[src/rtl/i2c_pkg.sv]
// Shared types and constants for the I2C init sequencer.
package i2c_pkg;

    typedef enum logic [2:0] {
        IDLE,
        START,
        BYTE,
        STOP,
        GAP,
        FINISH
    } seq_state_t;

    typedef logic [1:0] qtr_t;

    localparam int unsigned BITS_PER_BYTE = 9;
    localparam int unsigned QTRS_PER_XFER = 120;

endpackage

[src/rtl/i2c_byte_tx.sv]
// Shifts one byte MSB first plus a released ACK bit, one quarter-bit per tick.
// Bus levels are presented one edge early (_c) so the owner can register the pins.
module i2c_byte_tx
    import i2c_pkg::*;
(
    input  logic       clk_i,
    input  logic       rst_ni,
    input  logic       tick_i,
    input  qtr_t       qtr_i,
    input  logic       load_i,
    input  logic [7:0] byte_i,
    input  logic       sda_i,
    output logic       scl_c,
    output logic       sda_oe_c,
    output logic       ack_ok_o,
    output logic       nack_o,
    output logic       done_c
);

    localparam int unsigned CNT_W = 4;

    logic [8:0]       shift_q, shift_d;
    logic [CNT_W-1:0] bit_q, bit_d;
    logic             active_q, active_d;
    logic             last_bit;
    logic             bit_end;
    logic             ack_sample;
    qtr_t             qtr_next;

    assign last_bit   = (bit_q == CNT_W'(BITS_PER_BYTE - 1));
    assign bit_end    = active_q && tick_i && (qtr_i == 2'd3);
    assign ack_sample = active_q && tick_i && (qtr_i == 2'd2) && last_bit;
    assign qtr_next   = tick_i ? qtr_i + 2'd1 : qtr_i;
    assign done_c     = bit_end && last_bit;

    // Trailing 1 in the shifter releases SDA for the ACK bit
    always_comb begin
        shift_d  = shift_q;
        bit_d    = bit_q;
        active_d = active_q;
        if (load_i) begin
            shift_d  = {byte_i, 1'b1};
            bit_d    = '0;
            active_d = 1'b1;
        end else if (bit_end) begin
            if (last_bit) begin
                active_d = 1'b0;
            end else begin
                shift_d = {shift_q[7:0], 1'b1};
                bit_d   = bit_q + CNT_W'(1);
            end
        end
    end

    assign scl_c    = qtr_next[1];
    assign sda_oe_c = ~shift_d[8];

    always_ff @(posedge clk_i or negedge rst_ni) begin
        if (!rst_ni) begin
            shift_q  <= '1;
            bit_q    <= '0;
            active_q <= 1'b0;
            ack_ok_o <= 1'b0;
            nack_o   <= 1'b0;
        end else begin
            shift_q  <= shift_d;
            bit_q    <= bit_d;
            active_q <= active_d;
            if (load_i) begin
                ack_ok_o <= 1'b0;
                nack_o   <= 1'b0;
            end else if (ack_sample) begin
                ack_ok_o <= ~sda_i;
                nack_o   <= sda_i;
            end
        end
    end

endmodule

[src/rtl/i2c_init_sequencer.sv]
// Write-only I2C master that replays a table of 16-bit words to one device.
// Each word is one transaction: address, high byte, low byte; stops on NACK.
module i2c_init_sequencer
    import i2c_pkg::*;
#(
    parameter int unsigned CLK_FREQ  = 48_000_000,
    parameter int unsigned I2C_FREQ  = 100_000,
    parameter int unsigned N_ENTRIES = 8,
    parameter logic [6:0]  DEV_ADDR  = 7'h1A,
    localparam int unsigned IDX_W    = (N_ENTRIES > 1) ? $clog2(N_ENTRIES) : 1
) (
    input  logic             clk_i,
    input  logic             rst_ni,
    input  logic             start_i,
    output logic             busy_o,
    output logic             done_o,
    output logic             err_o,
    output logic [IDX_W-1:0] tbl_idx_o,
    input  logic [15:0]      tbl_data_i,
    output logic             scl_o,
    output logic             sda_oe_o,
    input  logic             sda_i
);

    localparam int unsigned     QTR      = CLK_FREQ / (4 * I2C_FREQ);
    localparam int unsigned     CNT_W    = (QTR > 1) ? $clog2(QTR) : 1;
    localparam logic [IDX_W-1:0] LAST_IDX = IDX_W'(N_ENTRIES - 1);

    if (QTR < 2) begin : g_qtr_check
        $error("i2c_init_sequencer: CLK_FREQ/(4*I2C_FREQ) must be at least 2");
    end

    seq_state_t       state_q, state_d;
    qtr_t             qtr_q, qtr_d;
    logic [CNT_W-1:0] cnt_q, cnt_d;
    logic [1:0]       sel_q, sel_d;
    logic [15:0]      data_q, data_d;
    logic [IDX_W-1:0] idx_q, idx_d;
    logic             err_q, err_d;
    logic             busy_q, busy_d;
    logic             done_q, done_d;
    logic             scl_q, scl_d;
    logic             sda_oe_q, sda_oe_d;

    logic             running;
    logic             tick;
    logic             frame_end;
    logic             tx_load;
    logic [7:0]       tx_byte;
    logic             tx_scl_c;
    logic             tx_sda_oe_c;
    logic             tx_ack_ok;
    logic             tx_nack;
    logic             tx_done_c;

    assign running   = state_q inside {START, BYTE, STOP, GAP};
    assign tick      = running && (cnt_q == CNT_W'(QTR - 1));
    assign frame_end = tick && (qtr_q == 2'd3);

    i2c_byte_tx u_tx (
        .clk_i    (clk_i),
        .rst_ni   (rst_ni),
        .tick_i   (tick),
        .qtr_i    (qtr_q),
        .load_i   (tx_load),
        .byte_i   (tx_byte),
        .sda_i    (sda_i),
        .scl_c    (tx_scl_c),
        .sda_oe_c (tx_sda_oe_c),
        .ack_ok_o (tx_ack_ok),
        .nack_o   (tx_nack),
        .done_c   (tx_done_c)
    );

    // Next-state, framing and next pin levels
    always_comb begin
        state_d  = state_q;
        sel_d    = sel_q;
        data_d   = data_q;
        idx_d    = idx_q;
        err_d    = err_q;
        busy_d   = busy_q;
        done_d   = 1'b0;
        tx_load  = 1'b0;
        tx_byte  = '0;
        cnt_d    = running ? (tick ? '0 : cnt_q + CNT_W'(1)) : '0;
        qtr_d    = tick ? qtr_q + 2'd1 : qtr_q;
        scl_d    = 1'b1;
        sda_oe_d = 1'b0;

        case (state_q)
            IDLE: begin
                qtr_d = '0;
                if (start_i) begin
                    state_d = START;
                    err_d   = 1'b0;
                    idx_d   = '0;
                    busy_d  = 1'b1;
                end
            end
            START: begin
                // Word read one quarter in, once tbl_idx_o has settled
                if (tick && (qtr_q == 2'd0)) begin
                    data_d = tbl_data_i;
                end
                if (frame_end) begin
                    state_d = BYTE;
                    sel_d   = 2'd0;
                    tx_load = 1'b1;
                    tx_byte = {DEV_ADDR, 1'b0};
                end
            end
            BYTE: begin
                if (tx_done_c) begin
                    if (tx_nack || !tx_ack_ok) begin
                        err_d   = 1'b1;
                        state_d = STOP;
                    end else if (sel_q == 2'd2) begin
                        state_d = STOP;
                    end else begin
                        sel_d   = sel_q + 2'd1;
                        tx_load = 1'b1;
                        tx_byte = (sel_q == 2'd0) ? data_q[15:8] : data_q[7:0];
                    end
                end
            end
            STOP: begin
                if (frame_end) begin
                    state_d = GAP;
                end
            end
            GAP: begin
                if (frame_end) begin
                    if (err_q || (idx_q == LAST_IDX)) begin
                        state_d = FINISH;
                        done_d  = 1'b1;
                        busy_d  = 1'b0;
                    end else begin
                        idx_d   = idx_q + IDX_W'(1);
                        state_d = START;
                    end
                end
            end
            FINISH: begin
                state_d = IDLE;
            end
            default: begin
                state_d = IDLE;
            end
        endcase

        case (state_d)
            START: begin
                scl_d    = (qtr_d != 2'd3);
                sda_oe_d = (qtr_d != 2'd0);
            end
            BYTE: begin
                scl_d    = tx_scl_c;
                sda_oe_d = tx_sda_oe_c;
            end
            STOP: begin
                scl_d    = (qtr_d != 2'd0);
                sda_oe_d = ~qtr_d[1];
            end
            default: begin
                scl_d    = 1'b1;
                sda_oe_d = 1'b0;
            end
        endcase
    end

    always_ff @(posedge clk_i or negedge rst_ni) begin
        if (!rst_ni) begin
            state_q  <= IDLE;
            qtr_q    <= '0;
            cnt_q    <= '0;
            sel_q    <= '0;
            data_q   <= '0;
            idx_q    <= '0;
            err_q    <= 1'b0;
            busy_q   <= 1'b0;
            done_q   <= 1'b0;
            scl_q    <= 1'b1;
            sda_oe_q <= 1'b0;
        end else begin
            state_q  <= state_d;
            qtr_q    <= qtr_d;
            cnt_q    <= cnt_d;
            sel_q    <= sel_d;
            data_q   <= data_d;
            idx_q    <= idx_d;
            err_q    <= err_d;
            busy_q   <= busy_d;
            done_q   <= done_d;
            scl_q    <= scl_d;
            sda_oe_q <= sda_oe_d;
        end
    end

    assign busy_o    = busy_q;
    assign done_o    = done_q;
    assign err_o     = err_q;
    assign tbl_idx_o = idx_q;
    assign scl_o     = scl_q;
    assign sda_oe_o  = sda_oe_q;

endmodule

[config.mk]
export PLATFORM = sky130hd
export DESIGN_NAME = i2c_init_sequencer
export DESIGN_NICKNAME = d
export VERILOG_FILES = /design/src/rtl/i2c_pkg.sv /design/src/rtl/i2c_byte_tx.sv /design/src/rtl/i2c_init_sequencer.sv
export SDC_FILE = /design/constraint.sdc
export NUM_CORES = 1
export LEC_CHECK = 0
export ABC_AREA = 1
export BUFFER_PORTS_ARGS = -buffer_cell sky130_fd_sc_hd__buf_2
export CORE_ASPECT_RATIO = 0.75
export CORE_MARGIN = 2
export CORE_UTILIZATION = 50
export CTS_CLUSTER_SIZE = 40
export DETAILED_ROUTE_END_ITERATION = 8
export PLACE_DENSITY_LB_ADDON = 0.25
export SLEW_MARGIN = 30
export SYNTH_ARGS = -nofsm -noshare
export SYNTH_HDL_FRONTEND = slang
export SYNTH_SLANG_ARGS = --single-unit
[constraint.sdc]
create_clock -name clk_i -period 4.6 [get_ports clk_i]
set_clock_uncertainty 0.2 [all_clocks]
set_input_delay 0.46 -clock clk_i [delete_from_list [all_inputs] [get_ports clk_i]]
set_output_delay 0.46 -clock clk_i [all_outputs]
set_load 0.05 [all_outputs]
== Yosys cells after proc, flatten, opt, wreduce, memory -nomap -nowiden ==
Cells that the tools add are included.
Cells by class
  add/sub/neg operators: 5
  equality and inequality tests: 24
  multiplexer cells: 59
  bitwise operators: 3
  reductions and logical operators: 29
Operators with widths (number)
  $mux W3: 11
  $mux W8: 4
  $mux W9: 3
  $mux W1: 20
  $ne A2 B2 Y1 const B: 9
  $pmux W8 S2: 1
  $pmux W3 S5: 1
  $mux W7: 2
  $reduce_bool A2 Y1: 7
  $eq A3 B2 Y1 const B: 4
  $mux W2: 6
  $mux W4: 3
  $reduce_and A4 Y1: 3
  $logic_and A1 B1 Y1: 8
  $add A7 B1 Y7 const B: 1
  $eq A7 B7 Y1 const B: 1
  $eq A2 B2 Y1 const B: 3
  $eq A3 B1 Y1 const B: 2
  $eq A3 B3 Y1 const B: 2
  $mux W6: 1
  $pmux W1 S2: 3
  $pmux W1 S3: 2
  $pmux W3 S2: 1
  $reduce_and A2 Y1: 3
  other kinds (13): 19
Storage, ports and cells
  register bits: 54
  word-level logic and storage cells: 137

== Longest topological paths before layout ==
  depth after elaboration: 11
  depth in mapped cells: 12

== By module ==
From an unflattened synthesis, not the netlist that was laid out.
Unflattened totals
  cells, all modules: 332
  area total of the unflattened synthesis: 2950.3 sq um
Modules (own cells, without submodules)
  i2c_init_sequencer: times used 1, cells an instance 213, area each 2024.4 sq um
  i2c_byte_tx: times used 1, cells an instance 119, area each 925.9 sq um

== Worst setup path after synthesis ==
Ideal clock, no wire load.
  kind: reg-to-reg
  start point: reg cnt_q[0]
  end point: reg data_q[11]
  arrival: 1619 ps
  required time: 4275 ps
  slack: 2656 ps
  cell stages (with the launch flop): 9
  path through: dfrtp_1 -> ha_1 -> nand3_2 -> nor2_8 -> nand2_4 -> inv_2 -> nand3_4 -> buf_6 -> mux2_4
On the way
  longest elaborated chain between the ends: 4
RTL lines
  from (decl): line i2c_init_sequencer.sv:35  | logic [CNT_W-1:0] cnt_q, cnt_d;
  from (signal assigned): line i2c_init_sequencer.sv:188  | cnt_q <= cnt_d;
  $eq A7 B7 Y1: line i2c_init_sequencer.sv:57  | assign tick = running && (cnt_q == CNT_W'(QTR - 1));
  $logic_and A1 B1 Y1: line i2c_init_sequencer.sv:57
  $logic_and A1 B1 Y1: line i2c_init_sequencer.sv:103  | if (tick && (qtr_q == 2'd0)) begin
  $reduce_and A2 Y1 (no source line)
  to (signal assigned): line i2c_init_sequencer.sv:190  | data_q <= data_d;
  to (decl): line i2c_init_sequencer.sv:37  | logic [15:0] data_q, data_d;
Every way passes these cells.
A chain may end at the register's enable or synchronous reset.

== Final worst setup path ==
  start point: reg cnt_q[0]
  end point: reg sda_oe_q, in the netlist sda_oe_o
On the way
  longest elaborated chain between the ends: 10
RTL lines
  $eq A7 B7 Y1 *: line i2c_init_sequencer.sv:57
  $logic_and A1 B1 Y1 *: line i2c_init_sequencer.sv:57
  parallel branches: the longest is 7 deep, another holds $pmux W3 S5
  $pmux W1 S3 *: line i2c_init_sequencer.sv:152  | case (state_d)
  named net sda_oe_d: line i2c_init_sequencer.sv:43  | logic sda_oe_q, sda_oe_d;
  to (signal assigned): line i2c_init_sequencer.sv:196  | sda_oe_q <= sda_oe_d;
  to (decl): line i2c_init_sequencer.sv:43
Mark *: on every way through the listed nets, which the timed path passes. The select of a mux whose other input is x is not followed.

==> flow_metrics.py <==
metrics = {
    "sta": {
        "final_hold_viol_count": 0,
        "finalCritPeriodShare": 0.460,
        "final_max_slew_viol_count": 0,
        "tightestPinTransition_ns": 0.622,
        "final_setup_tns_ns": 0,
        "worst_slew_margin_rel": 0.585,
        "post-route-min-period_ns": 2.12,
        "max_clock_freq_ghz": 0.472,
        "setup_violations": 0,
        "rsz0062_at_grt": "no",
        "postLayoutSetupSlackWorst_ns": 2.48,
    },
    "grt": {
        "antenna_found_initial": 0,
        "globalRouteOverflowTotal": 0,
        "maximum_number_of_pins_on_one_net_before_global_route_repair": 29,
        "wire_length_of_the_first_global_routing_pass_mm": 9.76,
        "track_usage": 0.190,
        "vias_in_the_first_global_route": 2025,
    },
    "floorplanning": {
        "placeableCoreArea_um2": 5710,
        "initial_cell_density_of_the_core": 0.509,
        "chipHeight_um": 70.0,
        "die_w_um": 92.0,
        "die-area_um2": 6450,
        "pin_count": 28,
        "floorplan.rows": 24,
    },
    "power": {
        "power-per-cell-area_nw_per_um2": 277,
        "clkPwrFrac": 0.429,
        "netSwitchingFraction": 0.197,
        "power.share.sequential": 0.536,
        "power.net_switching_mw": 0.179,
        "power.share.combinational": 0.035,
        "vdd_ir_drop_max_uv": 189,
        "internal_power_mw": 0.730,
        "power_leakage_nw": 1.69,
    },
    "critical_path": {
        "r2r_path_start": "cnt_q[0]$_DFF_PN0_",
        "ff2ff_path_depth": 11,
        "cp.required_ns": 4.65,
        "regToRegEndpoint": "sda_oe_o$_DFF_PN0_",
        "worstSetupStartpointType": "register",
        "crit_start": "cnt_q[0]$_DFF_PN0_",
        "critical_path_at_ns": 2.17,
        "critical_path.max_fanout": 8,
        "timing.critical_path.to_type": "register",
        "worst-r2r-setup-slack_ns": 2.48,
        "cp_class": "register to register",
        "crit_path_end": "sda_oe_o$_DFF_PN0_",
    },
    "detailed_routing": {
        "drt_first_iter_violations": 118,
        "vias": 2157,
        "detail_route.drc_violations": 0,
        "postRouteWirelength_mm": 5.53,
        "final_antenna_net_count": 0,
        "routedWlPerCell_um": 12.9,
        "drtPass1Iterations": 4,
        "avgViaCountPerCell": 5.04,
    },
    "placement": {
        "post-dp-hpwl_mm": 4.19,
        "gpl.final_weighted_congestion": 0.872,
        "port_buffers": 27,
        "placement.setup.worst_slack_ns": 2.50,
    },
    "synthesis": {
        "post_synth_inst_count": 315,
        "syn_avg_cell_area_um2": 9.23,
        "ys_dominant_reg_cell": "sky130_fd_sc_hd__dfrtp_1",
        "synth-seq-area-share": 0.469,
        "syn-num-nets": 345,
        "synth-async-reset-ratio": 1.00,
        "synth-edff-count": 0,
        "number_of_synthesis_warnings": 0,
        "synth_seq_cells": 54,
        "yosys.cell_types.count": 37,
        "mappedNetlistArea_um2": 2910,
    },
    "cells_and_area": {
        "layout-drive-gt1-share": 0.249,
        "area_growth_pct": 13.0,
        "diodes": 0,
        "most-common-layout-cells": "sky130_fd_sc_hd__nand2_1, sky130_fd_sc_hd__dfrtp_1, sky130_fd_sc_hd__inv_1, sky130_fd_sc_hd__nor2_1, sky130_fd_sc_hd__buf_2",
        "nets": 379,
        "final.fill_count": 512,
        "layout.cells.most_common": "sky130_fd_sc_hd__nand2_1",
    },
    "min_path": {
        "worstHoldPathType": "input port to register",
    },
    "flow_run": {
        "max_cap_violation_count": 0,
    },
    "cts": {
        "cts.htree.levels": 2,
        "cts.path.max_buffers": 2,
        "cts-buffers-inserted": 5,
        "root_buffer": "sky130_fd_sc_hd__clkbuf_8",
        "cts_num_sinks": 54,
        "clk_transition_reported_paths_ns": 0.10,
        "tritoncts_clock_tree": "done",
        "worst_skew_pair.late_latency_ns": 0.31,
    },
    "outcome": {
        "status": "finished, final reports clean",
    },
}
sequential cells by signal, summed over array words and instances (netlist names), 2 cells and up:
register      cells
tbl_idx_o         3
data_q           16
cnt_q             7
sel_q             2
state_q           3
u_tx.bit_q        4
qtr_q             2
u_tx.shift_q      9
metrics by stage:
| step | instances | util | total power [mW] | hold WS (ns) | cell area (um2) |
|---|---|---|---|---|---|
| after detailed placement | 419 | 0.549 | 0.528 | 0.259 | 3130 |
| after global routing | 428 | 0.576 | 0.942 | 0.167 | 3280 |
| after global placement | 419 | 0.549 | 0.527 | 0.246 | 3130 |
| final | 428 | 0.576 | 0.908 | 0.166 | 3280 |
| after CTS | 428 | 0.576 | 0.916 | 0.165 | 3280 |
| after floorplan | 315 | - | 0.506 | -0.0356 | 2910 |
cell families after synthesis:
family	Yosys count	share of synthesized area
compound gates	29	0.0616
buf+inv	46	0.0620
fa+ha+maj	10	0.0430
flops	54	0.469
mux	15	0.0624
xor+xnor	5	0.0151
simple gates	156	0.287
synthesized netlist by cell type (5+ instances only):
cell	number	area share
sky130_fd_sc_hd__inv_2	6	0.0077
sky130_fd_sc_hd__dfrtp_1	44	0.38
sky130_fd_sc_hd__nand2_1	68	0.088
sky130_fd_sc_hd__dfstp_2	10	0.090
sky130_fd_sc_hd__a21oi_1	6	0.010
sky130_fd_sc_hd__mux2_2	9	0.035
sky130_fd_sc_hd__nand3_1	20	0.034
sky130_fd_sc_hd__nand3_4	5	0.030
sky130_fd_sc_hd__o21ai_0	9	0.015
sky130_fd_sc_hd__nand4_1	8	0.017
sky130_fd_sc_hd__inv_1	38	0.049
sky130_fd_sc_hd__nor2_1	33	0.043
sky130_fd_sc_hd__ha_1	10	0.043
per-layer routing:
layer  global-route usage  wire length (um)  up-vias
met5                    0                 0        -
met4               0.0498                48        0
met3               0.0431               257        4
met2                0.268              2270       52
met1                0.294              2950     1006
li1                     -                 -     1095
final cells by class:
class / instances / area (um2) / area share
multi-input combinational: 215 / 1360 / 0.415
clock buffer: 6 / 82.6 / 0.0251
sequential: 54 / 1360 / 0.415
inverter: 44 / 165 / 0.0503
clock inverter: 2 / 60.1 / 0.0183
tap: 78 / 97.6 / 0.0297
timing repair buffer: 29 / 153 / 0.0465
power by group through the flow:
| stage | Clock, mW | Combinational (mW) | Sequential, mW |
|---|---|---|---|
| after global routing | 0.418 | 0.0367 | 0.488 |
| after global placement | 0 | 0.0314 | 0.495 |
| final | 0.390 | 0.0318 | 0.486 |
| after floorplan | 0 | 0.0119 | 0.494 |
| after detailed placement | 0 | 0.0323 | 0.495 |
| after CTS | 0.396 | 0.0331 | 0.487 |
worst max-delay path: stages, from the launching register on:
cell and delay (ns):
sky130_fd_sc_hd__dfrtp_1 0.39, sky130_fd_sc_hd__ha_1 0.23, sky130_fd_sc_hd__nand3_2 0.15, sky130_fd_sc_hd__nor2_8 0.22, sky130_fd_sc_hd__nand3_4 0.12, sky130_fd_sc_hd__nor2_8 0.15
sky130_fd_sc_hd__nand3_4 0.13, sky130_fd_sc_hd__nand2_4 0.15, sky130_fd_sc_hd__inv_2 0.09, sky130_fd_sc_hd__nand2_1 0.08, sky130_fd_sc_hd__nand3_1 0.06, sky130_fd_sc_hd__nand3_1 0.07
what timing repair did:
item	CTS	global route
endpoints found under the hold margin	17	0
buffers inserted	0	0
hold buffers	1	0
resized for setup	0	0
worst min path at each step:
stage | from | to | slack, ns | cells past startpoint
6_report | tbl_data_i[11] | data_q[11]$_DFFE_PN0P_ | 0.17 | 2
5_1_grt | tbl_data_i[7] | data_q[7]$_DFFE_PN0P_ | 0.17 | 2
4_1_cts | tbl_data_i[11] | data_q[11]$_DFFE_PN0P_ | 0.17 | 2
3_5_place_dp | cnt_q[0]$_DFF_PN0_ | cnt_q[0]$_DFF_PN0_ | 0.26 | 1
3_3_place_gp | cnt_q[0]$_DFF_PN0_ | cnt_q[0]$_DFF_PN0_ | 0.25 | 1
2_1_floorplan | rst_ni | busy_o$_DFFE_PN0P_ | -0.04 | 0
No activity file was read; power rests on OpenSTA's default activity.
